File: src/rtl/demux_1to8_tdm.sv
// 1:8 time-division demultiplexer: collects eight serialized nibbles per
// frame into shadow storage and commits them to y1..y8 in one cycle.
module demux_1to8_tdm (
    input  logic       clk,
    input  logic       rst,
    input  logic [3:0] din,
    input  logic       din_valid,
    input  logic       frame_start,
    output logic [3:0] y1,
    output logic [3:0] y2,
    output logic [3:0] y3,
    output logic [3:0] y4,
    output logic [3:0] y5,
    output logic [3:0] y6,
    output logic [3:0] y7,
    output logic [3:0] y8,
    output logic [2:0] sel,
    output logic       busy,
    output logic       frame_done,
    output logic       frame_err
);

    typedef enum logic {
        IDLE,
        RECV
    } state_t;

    state_t     state;
    state_t     state_next;
    logic [2:0] cnt;
    logic [2:0] cnt_next;
    logic [3:0] shadow [8];

    logic       load_first;
    logic       store;
    logic       commit;
    logic       restart;

    always_ff @(posedge clk) begin
        if (rst) begin
            state <= IDLE;
            cnt   <= 3'd0;
        end else begin
            state <= state_next;
            cnt   <= cnt_next;
        end
    end

    always_comb begin
        state_next = state;
        cnt_next   = cnt;
        load_first = 1'b0;
        store      = 1'b0;
        commit     = 1'b0;
        restart    = 1'b0;
        unique case (state)
            IDLE: begin
                // data without frame_start is stray and dropped here
                if (din_valid && frame_start) begin
                    load_first = 1'b1;
                    cnt_next   = 3'd1;
                    state_next = RECV;
                end
            end
            RECV: begin
                if (din_valid) begin
                    if (frame_start) begin
                        restart    = 1'b1;
                        load_first = 1'b1;
                        cnt_next   = 3'd1;
                    end else if (cnt == 3'd7) begin
                        commit     = 1'b1;
                        cnt_next   = 3'd0;
                        state_next = IDLE;
                    end else begin
                        store    = 1'b1;
                        cnt_next = cnt + 3'd1;
                    end
                end
            end
            default: begin
                state_next = IDLE;
                cnt_next   = 3'd0;
            end
        endcase
    end

    always_ff @(posedge clk) begin
        if (rst) begin
            for (int i = 0; i < 8; i++) begin
                shadow[i] <= 4'h0;
            end
        end else if (load_first) begin
            shadow[0] <= din;
        end else if (store) begin
            shadow[cnt] <= din;
        end
    end

    // the eighth nibble bypasses shadow so the commit lands on its own edge
    always_ff @(posedge clk) begin
        if (rst) begin
            y1 <= 4'h0;
            y2 <= 4'h0;
            y3 <= 4'h0;
            y4 <= 4'h0;
            y5 <= 4'h0;
            y6 <= 4'h0;
            y7 <= 4'h0;
            y8 <= 4'h0;
        end else if (commit) begin
            y1 <= shadow[0];
            y2 <= shadow[1];
            y3 <= shadow[2];
            y4 <= shadow[3];
            y5 <= shadow[4];
            y6 <= shadow[5];
            y7 <= shadow[6];
            y8 <= din;
        end
    end

    always_ff @(posedge clk) begin
        if (rst) begin
            frame_done <= 1'b0;
            frame_err  <= 1'b0;
        end else begin
            frame_done <= commit;
            frame_err  <= restart;
        end
    end

    assign sel  = cnt;
    assign busy = (state == RECV);

endmodule

File: config.mk
export PLATFORM = sky130hd
export DESIGN_NAME = demux_1to8_tdm
export DESIGN_NICKNAME = d
export VERILOG_FILES = /design/src/rtl/demux_1to8_tdm.sv
export SDC_FILE = /design/constraint.sdc
export NUM_CORES = 1
export LEC_CHECK = 0
export CAP_MARGIN = 20
export CORE_ASPECT_RATIO = 1.25
export CORE_MARGIN = 1
export CORE_UTILIZATION = 56
export DETAILED_ROUTE_END_ITERATION = 6
export MAX_ROUTING_LAYER = met4
export PLACE_DENSITY = 0.84
export SLEW_MARGIN = 40
export SYNTH_ARGS = -nofsm -noshare
export SYNTH_HDL_FRONTEND = slang
export SYNTH_SLANG_ARGS = --single-unit
export TNS_END_PERCENT = 50
File: constraint.sdc
create_clock -name clk -period 7.2 [get_ports clk]
set_clock_uncertainty 0.05 [all_clocks]
set_input_delay 0.72 -clock clk [delete_from_list [all_inputs] [get_ports clk]]
set_output_delay 0.72 -clock clk [all_outputs]
set_load 0.005 [all_outputs]
Word-level counts from Yosys, hierarchy flattened
Memories as Yosys holds them, arrays and structs flattened. A register that Yosys moved wholly into a read port is not among the register bits.
Cells that the tools add are included.
- register bits: 10
- output and inout port bits: 38
- RAM bits: 32
- memories: 1
- bitwise logic cells: 2
- multiplexer cells: 33
- reduce and logical (&&, ||, !) cells: 4
- add/subtract/negate cells: 1
- equal/unequal tests: 3
- memories (memory ; depth ; bits a word ; rd ports ; clocked after Yosys merged registers in ; wr ports ; line ; RTL):
    shadow ; 8 ; 4 ; 7 ; 7 ; 8 ; 32 ; logic [3:0] shadow [8];
- operators with widths (kind ; count):
    2-to-1 mux 1 bit ; 23
    2-to-1 mux 3 bit ; 5
    2-to-1 mux 4 bit ; 2
    case mux 3 bit (2 select lines) ; 1
    != test 2 bit, second input constant ; 2
    case mux 1 bit (2 select lines) ; 2
    OR reduction 4 bit ; 1
    adder 3 x 1 -> 3 bit, second input constant ; 1
    equality test 3 bit, second input constant ; 1
    AND reduction 2 bit ; 1
    OR reduction 2 bit ; 1
    logical AND 1 bit ; 1
    NOT 1 bit ; 1
    bitwise OR 1 bit ; 1

Depth between registers and ports, before layout
- word-level depth: 11
- gate-level depth with buffers: 7
- mapped depth without buffers: 5

Least setup slack after synthesis
OpenSTA, ideal clock, no wires.
- kind: input to register
- from: in din_valid
- to: mem shadow[0][0], enable pin
- stages: 4
- path slack: 4.831 ns
- arrival: 1.940 ns
- path buffers: 2
- path through: buf_2 > nand2_1 > buf_2 > o41ai_1
- RTL lines (what ; line ; RTL):
    start: declaration ; 7 ; input logic din_valid,
    end: declaration ; 32 ;

==> impl_metrics.ini <==
[finish]
nFillCells = 318
area_growth_pct = 24.12
drive_gt1_share_pct = 9.122
instances_no_fill = 354
finish.utilization_pct = 72.89
diodes = 0
nets = 301
layout_commonest_cell = nand2_1
layout_common_cells = nand2_1 (69), clkdlybuf4s50_1 (45), dfxtp_1 (38)

[setup_path]
crit_type = flop to flop
slowest_stage = or4_1
cp.arrival_ns = 2.76
rr_worst_depth = 5
crit_path_max_incr_delay_ns = 0.70
end_kind = flop
r2r-start = sel[1]
crit_path_frequent_cell = ha_1
critPathLaunchType = flop
required_ns = 7.20
rr_endpoint = shadow[2][0]
crit_chain = ha_1 > ha_1 > or4_1 > nor3_1 > or2_2
critPathMaxFanout = 14
reg2reg_slack_ns = 4.44

[routing]
drt-initial-drc-count = 112
wl_met1_um = 1978
dr_wl_met3_um = 197
wl_um = 4806
ant_nets = 0
routed.top_layer = met4
vias = 1891
wl_met2_um = 2483
vias_per_cell = 5.342
wl_per_cell_um = 13.58
drc = 0
dr.pass1.iters = 4

[power_and_ir_drop]
pwr_density_cell_nw_per_um2 = 212.0
ir_drop_v = 0.0001312
total_power_w = 0.0006838
p_leak_nw = 1.078

[floorplan]
die_area_um2 = 4919
die_w_um = 62.93
rows = 27
ioPinCount = 46
core_area_um2 = 4425
die_h_um = 78.17
initial_core_util_pct = 58.72

[clock_tree]
cts_setup_buffers = 0
htreeDepth = 3
cts_buffers = 9
postCtsResizedCells = 0
clk_latency_ns = 0.34
cts_hold_buf = 0
clock_path_buffers = 2
tritoncts = done
cts_root_buf = clkbuf_8
clkTransAtPathRegs_ns = 0.06
clock_sinks = 66

[sta]
hold_viol = 0
tightest_slew_ns = 0.7233
slew_violations = 0
rsz0062_at_grt = false
fin_crit_sh_pct = 38.34
fin_crit_ns = 2.760
slew_headroom_pct = 51.66
worst_slack_ns = 4.440
setup_tns_ns = 0
fmax_mhz = 362.3
finalSetupViolCount = 0

[worst_hold_path]
hold_path_startpoint = y4[0]
hold_path_end = y4[0]
worstHoldPathType = flop to flop
holdPathStages = 2

[synth]
ys_ff_latch = 66
yosys.area_share.xor_xnor_pct = 0
synth_cell_type_count = 30
synth_top_family_by_area = simple AND/OR/NAND/NOR gates
synthAdderAreaFrac_pct = 0.9629
synthesis.nets = 261
synthMuxAreaShare_pct = 0
yosys-top-cells-area = edfxtp_1 (32%), dfxtp_1 (29%), nand2_1 (10%), a21oi_1 (6.5%), and2_1 (5.5%)
ys_warn_count = 0
synth_top_cell_by_area = edfxtp_1
synth_area_per_cell_um2 = 10.35
synth_top_area_share_pct = 32.35
synth_compound_area_share_pct = 8.763
ys_seq_area_share_pct = 61.63
syn_inst = 251
synthSimpleGateAreaFrac_pct = 25.47
syn_area_um2 = 2599

[global_routing]
grt_util_all_layers_pct = 23.01
grt_pass1_vias = 1771
antenna_found_initial = 0
grt_max_degree = 49
grt_pass1_wl_um = 8273
grt_overflow = 0

[run_status]
status = complete, no violations

[place]
gp_congestion = 0.9175
numPortBuffers = 45
place_hpwl_um = 3092
pre_cts_ws_ns = 4.052
place_inst = 338

[job]
max-cap-violations = 0
-- how the worst max path moves through the flow --
stage | cells after the start | to | from
after floorplan | 4 | shadow[0][0] | din_valid
after global placement | 4 | shadow[0][3] | rst
after detailed placement | 4 | shadow[0][3] | rst
after CTS | 4 | shadow[0][3] | sel[1]
after global routing | 5 | shadow[2][1] | sel[1]
final | 5 | shadow[2][0] | sel[1]
-- cell type report --
class	count	area [µm²]	area share (%)
repair buffers	47	465.4	14.43
multi-input cells	167	923.4	28.63
well taps	58	72.57	2.250
flip-flops and latches	66	1602	49.65
clock buffers	12	145.1	4.500
clock inverters	4	17.52	0.5431
-- critical path: cells and delay by family, from the launching register on --
family | cells | cell delay, ns
adder cells (fa/ha/maj) | 2 | 0.55
AND/OR/NAND/NOR | 3 | 1.33
flip-flops | 1 | 0.53
-- report_power, final --
| group | internal, W | switching (W) | total (W) | leakage [nW] |
|---|---|---|---|---|
| combinational | 0.0000101 | 0.0000162 | 0.0000263 | 0.397 |
| sequential | 0.000397 | 0.00000391 | 0.000400 | 0.597 |
| clock | 0.000131 | 0.000126 | 0.000257 | 0.0834 |
| total | 0.000538 | 0.000146 | 0.000684 | 1.08 |
-- synthesized netlist by cell type --
cell type  number
nand3_1         1
dfxtp_1        38
and3b_1         1
nand3b_1        2
a21oi_1        34
or4b_4          1
or2_2           6
edfxtp_1       28
nor4_1          2
nor3_1          5
a22oi_1         3
nor2_1          4
o41ai_1         1
nor3_2          1
buf_2           6
and2_1         23
o21ai_0         2
or4_1           1
nand2_1        69
nor3b_1         2
nand2b_1        1
nor4b_4         2
o41ai_2         1
buf_1           1
ha_1            2
and4b_1         1
nor4_4          1
buf_6           1
clkbuf_1       10
nand4b_1        1
-- registers in the layout (all words and copies together) (netlist names) --
name / cells
frame_err: 1
y8: 4
y4: 4
y6: 4
y7: 4
frame_done: 1
shadow: 28
y5: 4
y1: 4
y2: 4
y3: 4
sel: 3
busy: 1
-- routing by layer --
metal / GRT usage (%) / vias up
li1: - / 933
met1: 26.04 / 888
met3: 5.233 / 15
met4: 13.72 / 0
met5: - / -
met2: 37.10 / 55
-- through the flow --
stage	area, µm²	hold WS [ns]
after detailed placement	3055	0.3968
after global placement	3054	0.3946
after floorplan	2599	0.4027
after CTS	3218	0.4057
after global routing	3226	0.4297
final	3226	0.4027
-- kinds of logic (layout without fill, tap and decap cells) --
| family | after synthesis | in the layout |
|---|---|---|
| AO/OA/AOI/OAI | 41 | 41 |
| adder cells (fa/ha/maj) | 2 | 2 |
| buffers and inverters | 18 | 63 |
| flip-flops | 66 | 66 |
| AND/OR/NAND/NOR | 124 | 124 |
No activity file was read; power rests on OpenSTA's default activity.
